`config.mk`:
```
export PLATFORM = sky130hd
export DESIGN_NAME = g06_sha256_sequencer
export DESIGN_NICKNAME = d
export VERILOG_FILES = /design/src/rtl/g06_sha256_sequencer.sv
export SDC_FILE = /design/constraint.sdc
export NUM_CORES = 1
export LEC_CHECK = 0
export ABC_AREA = 1
export ABC_CLOCK_PERIOD_IN_PS = 3500
export CORE_MARGIN = 2
export CORE_UTILIZATION = 45
export CTS_BUF_LIST = sky130_fd_sc_hd__clkbuf_4 sky130_fd_sc_hd__clkbuf_8
export DETAILED_ROUTE_END_ITERATION = 7
export GPL_ROUTABILITY_DRIVEN = 0
export GPL_TIMING_DRIVEN = 0
export PLACE_DENSITY = 0.91
export SLEW_MARGIN = 25
export SYNTH_ARGS = -nofsm -noshare
export SYNTH_HDL_FRONTEND = slang
export SYNTH_SLANG_ARGS = --single-unit
```
`constraint.sdc`:
```
create_clock -name clk_clk -period 3.5 [get_ports clk_clk]
set_input_delay 0.7 -clock clk_clk [delete_from_list [all_inputs] [get_ports clk_clk]]
set_output_delay 0.7 -clock clk_clk [all_outputs]
set_load 0.01 [all_outputs]
```
`src/rtl/g06_sha256_sequencer.sv`:
```
// Avalon-MM controlled sequencer for the g06 SHA-256 compression datapath:
// message loading, IV/working-register load, 64 rounds and hash accumulation.
module g06_sha256_sequencer #(
  parameter int ROUNDS = 64,
  parameter int CNT_W  = 16
) (
  input  logic        clk_clk,
  input  logic        reset_reset_n,
  input  logic [4:0]  avs_address,
  input  logic        avs_write,
  input  logic [31:0] avs_writedata,
  input  logic        avs_read,
  output logic [31:0] avs_readdata,
  output logic        msg_wr_en,
  output logic [3:0]  msg_wr_idx,
  output logic [31:0] msg_wr_data,
  output logic        dp_init_h,
  output logic        dp_load_work,
  output logic        dp_round_en,
  output logic [5:0]  dp_round_idx,
  output logic        dp_accum,
  output logic [2:0]  dp_hash_sel,
  input  logic [31:0] dp_hash_word,
  output logic        busy
);

  // state | meaning
  // IDLE  | waiting for a CTRL start/init write; MSG writes accepted
  // IV    | one-cycle pulse loading H0..H7 with the SHA-256 IV
  // LOAD  | one-cycle pulse copying H0..H7 into a..h
  // ROUND | one compression round per cycle, idx 0..ROUNDS-1
  // ACCUM | one-cycle pulse adding a..h into H0..H7
  typedef enum logic [2:0] {IDLE, IV, LOAD, ROUND, ACCUM} state_t;

  state_t           state, state_nxt;
  logic [5:0]       round_cnt;
  logic             start_pend;
  logic             done, err;
  logic [CNT_W-1:0] block_count;
  logic             idle, ctrl_wr, cmd_go, msg_wr, err_set;

  assign idle        = (state == IDLE);
  assign busy        = !idle;
  assign ctrl_wr     = avs_write && (avs_address == 5'd0);
  assign cmd_go      = ctrl_wr && (avs_writedata[0] || avs_writedata[1]);
  assign msg_wr      = avs_write && avs_address[4];
  assign err_set     = !idle && (cmd_go || msg_wr);
  assign dp_hash_sel = avs_address[2:0];

  always_comb begin
    state_nxt    = state;
    dp_init_h    = 1'b0;
    dp_load_work = 1'b0;
    dp_round_en  = 1'b0;
    dp_round_idx = 6'd0;
    dp_accum     = 1'b0;
    case (state)
      IDLE: begin
        if (cmd_go) state_nxt = avs_writedata[1] ? IV : LOAD;
      end
      IV: begin
        dp_init_h = 1'b1;
        state_nxt = start_pend ? LOAD : IDLE;
      end
      LOAD: begin
        dp_load_work = 1'b1;
        state_nxt    = ROUND;
      end
      ROUND: begin
        dp_round_en  = 1'b1;
        dp_round_idx = round_cnt;
        if (round_cnt == 6'(ROUNDS - 1)) state_nxt = ACCUM;
      end
      ACCUM: begin
        dp_accum  = 1'b1;
        state_nxt = IDLE;
      end
      default: state_nxt = IDLE;
    endcase
  end

  always_ff @(posedge clk_clk or negedge reset_reset_n) begin
    if (!reset_reset_n) begin
      state       <= IDLE;
      round_cnt   <= 6'd0;
      start_pend  <= 1'b0;
      done        <= 1'b0;
      err         <= 1'b0;
      block_count <= '0;
    end else begin
      state <= state_nxt;
      if (state == LOAD)       round_cnt <= 6'd0;
      else if (state == ROUND) round_cnt <= round_cnt + 6'd1;
      if (idle && cmd_go) start_pend <= avs_writedata[0];
      if (state == IV)         block_count <= '0;
      else if (state == ACCUM) block_count <= block_count + 1'b1;
      if (state == ACCUM)       done <= 1'b1;
      else if (idle && cmd_go)  done <= 1'b0;
      // a rejected command in the same cycle as a clear leaves err set
      if (err_set)                         err <= 1'b1;
      else if (ctrl_wr && avs_writedata[2]) err <= 1'b0;
    end
  end

  always_ff @(posedge clk_clk or negedge reset_reset_n) begin
    if (!reset_reset_n) begin
      msg_wr_en   <= 1'b0;
      msg_wr_idx  <= 4'd0;
      msg_wr_data <= 32'd0;
    end else begin
      msg_wr_en <= msg_wr && idle;
      if (msg_wr && idle) begin
        msg_wr_idx  <= avs_address[3:0];
        msg_wr_data <= avs_writedata;
      end
    end
  end

  always_ff @(posedge clk_clk or negedge reset_reset_n) begin
    if (!reset_reset_n) begin
      avs_readdata <= 32'd0;
    end else if (avs_read) begin
      if (avs_address == 5'd0)           avs_readdata <= {29'd0, err, done, busy};
      else if (avs_address == 5'd1)      avs_readdata <= 32'(block_count);
      else if (avs_address[4:3] == 2'b01) avs_readdata <= dp_hash_word;
      else                               avs_readdata <= 32'd0;
    end
  end

endmodule

```
==> out/metrics.csv <==
metric,value,unit
status,"complete, no violations",
Worst IR Drop VDD,0.268,mV
Post-Route WL,12800,um
register area share after synthesis,0.535,
NumNets Final,807,
CTS tree,yes,
average wire per standard cell,14.7,um
core footprint,0.00977,mm2
crit path max fanout,10,
Startpoint Class,flip-flop,
largest net degree at the start of global routing,56,
"Setup violations, final",0,
post-synth top area share,0.535,
DR iter-0 viols,302,
die width,104,um
switching pwr,0.569,mW
Setup CP Type,reg2out,
worst setup margin,737,ps
post-layout util,0.664,
Vias/cell,5.14,
RSZ-0062 raised after global routing,false,
Final Max Tran Viols,0,
largest buffer count on any clock path,2,
Int Pwr,1.67,mW
First-pass DRT Iterations,5,
ant diodes,0,
DRC,0,
top_reg_cell synth,dfrtp_1,
initial antenna violation count,0,
largest area contributor in the netlist,dfrtp_1,
H-tree lvl count,3,
Post-Route Setup TNS,0,ps
number of distinct library cells after synthesis,34,
Hold Crit Class,in2async,
Root Driver,clkbuf_8,
via count,4472,
Clock Skew,7.24,ps
crit path cell chain,inv_1 -> nand2_1 -> nor2_4 -> inv_2 -> nor2_1 -> clkdlybuf4s50_1,
Final Hold Vio Count,0,
Max Cap Violations,0,
CTS Hold Bufs,0,
Worst-path clk slew,90,ps
grt ovf,0,
global-route total usage across every layer,0.238,
YS warnings,0,
Reg area,0.00243,mm2
vias in the first global route,4432,
switch share,0.255,
worst skew pair latency,370,ps
Synth Register Bits,97,
Post-synth EDFFs,0,
share of cells above drive strength 1,0.0801,
asr flop ratio synth,1.00,
Post-DP HPWL,9660,um
Crit-path slowest cell,clkdlybuf4s50_1,
Place WS,927,ps
Post-CTS Setup Bufs,0,
post-route minimum period,2760,ps
Required @ worst endpoint,2800,ps
final period utilization,0.789,
I/O pin cnt,156,
"Cell Area, Synth",0.00454,mm2
sequential share of power,0.529,
Slew Limit Headroom,0.679,
maximum clock rate,362,MHz
PwrDens,344,mW/mm2
P&R area growth vs syn,42.9,%
Num CTS Buffers,9,
clk sinks,97,
Final ANT Viol Nets,0,
Port Buffers,155,
first-pass GRT wire length,21000,um
Mapped Cells,565,
Crit. End Element,output port,
combinational share of power,0.136,
Clk pwr share,0.334,
Initial Utilization,0.464,
Critical Path AT,2060,ps
Fillers,781,
die extent in y,104,um
Worst-Margin Slew,482,ps
die area,0.0109,mm2
CP max stage delay,560,ps
leakage,3.21,nW
ranking of synthesized cells by area,"dfrtp_1 (53%), nand2_1 (20%), nand3_1 (3.9%)",
syn_nets,640,
Core Rows,36,
cts repair resizes,0,
synthesized area per cell,8.03,um2
multi-input logic area,0.00178,mm2
-- power by group through the flow --
stage | Combinational [mW] | Sequential [mW] | Clock (mW)
floorplan | 0.0668 | 1.22 | 0
global placement | 0.293 | 1.20 | 0
detailed placement | 0.305 | 1.20 | 0
CTS | 0.306 | 1.18 | 0.760
global route | 0.327 | 1.19 | 0.805
finish | 0.304 | 1.18 | 0.747
-- cell usage in the layout (no fill, tap or decap), drive strengths merged --
master         count
clkinv             3
clkdlybuf4s50    154
clkbuf            15
ha                 2
nand3b             1
buf               19
nand2            243
nand4              9
o32ai              1
nor3b              1
bufinv             1
nand3             37
inv               49
a22o               1
xor2               1
a21oi              6
o21bai             1
nor2              34
o22ai              2
dfrtp             97
xnor2              1
clkinvlp           3
o21a               1
o211ai             1
o21ai             54
-- critical path: cells and delay by family, from the launching register on --
kind / cells / cell delay, ps
flops: 1 / 440
buf+inv: 3 / 810
simple gates: 3 / 460
-- cell usage after synthesis, types with 2 or more instances --
master    count
buf_6         4
o21ai_2       5
o22ai_1       2
buf_4         7
a21oi_1       6
nor2_2        3
ha_1          2
nand3_2       2
nand2_1     238
o21ai_0      35
buf_2         5
nand2_2       5
clkbuf_1      6
nand3_1      35
nor2_1       28
inv_2         5
nand4_1       9
dfrtp_1      97
o21ai_1      14
nor2_4        2
inv_1        42
-- cells by family (layout without fill, tap and decap cells) --
logic type                 Yosys count  in the layout  share of synthesized area
AOI/OAI and AO/OA                   67             67                     0.0819
xor gates and xnor gates             2              2                    0.00386
adders and majority gates            2              2                    0.00551
buffers and inverters               72            244                     0.0739
DFF                                 97             97                      0.535
and+or+nand+nor                    325            325                      0.300
-- stage by stage --
step | total power [mW] | cells | cell area, um2 | hold slack [ps]
5_1_grt | 2.32 | 870 | 6490 | 249
6_report | 2.23 | 870 | 6490 | 230
2_1_floorplan | 1.29 | 565 | 4540 | 404
3_3_place_gp | 1.49 | 853 | 6260 | 454
3_5_place_dp | 1.51 | 854 | 6290 | 462
4_1_cts | 2.25 | 870 | 6490 | 238
-- routing by layer --
layer | GRT usage | part of all wire | vias up
met1 | 0.287 | 0.41 | 2116
met5 | 0 | 0 | -
met3 | 0.0426 | 0.058 | 43
met4 | 0.112 | 0.034 | 0
li1 | - | - | 2117
met2 | 0.411 | 0.50 | 196
-- worst paths after layout --
check | endpoint | slack, ps | cells after the start | startpoint
setup / recovery | dp_round_idx[4] | 740 | 6 | state[2]
hold / removal | msg_wr_data[4] | 230 | 1 | reset_reset_n
setup reg to reg | block_count[12] | 2040 | 8 | block_count[1]
hold reg to reg | msg_wr_data[10] | 490 | 2 | msg_wr_data[10]
max in group asynchronous | avs_readdata[11] | 2670 | 2 | reset_reset_n
min in group clk_clk | msg_wr_data[10] | 490 | 2 | msg_wr_data[10]
-- layout make-up --
| type | instances | share of cell area |
|---|---|---|
| sequential | 97 | 0.374 |
| clock buffer | 9 | 0.0191 |
| multi-input combinational | 396 | 0.274 |
| timing repair buffer | 156 | 0.244 |
| clock inverter | 7 | 0.0121 |
| buffer | 23 | 0.0229 |
| inverter | 49 | 0.0287 |
| tap | 133 | 0.0256 |
-- state kept, by name (all words and copies together), names as in the netlist --
signal,flops
msg_wr_idx,4
start_pend,1
state,3
avs_readdata,32
err,1
msg_wr_data,32
msg_wr_en,1
block_count,16
done,1
round_cnt,6
Note: power is estimated with default switching activity, not from simulation.
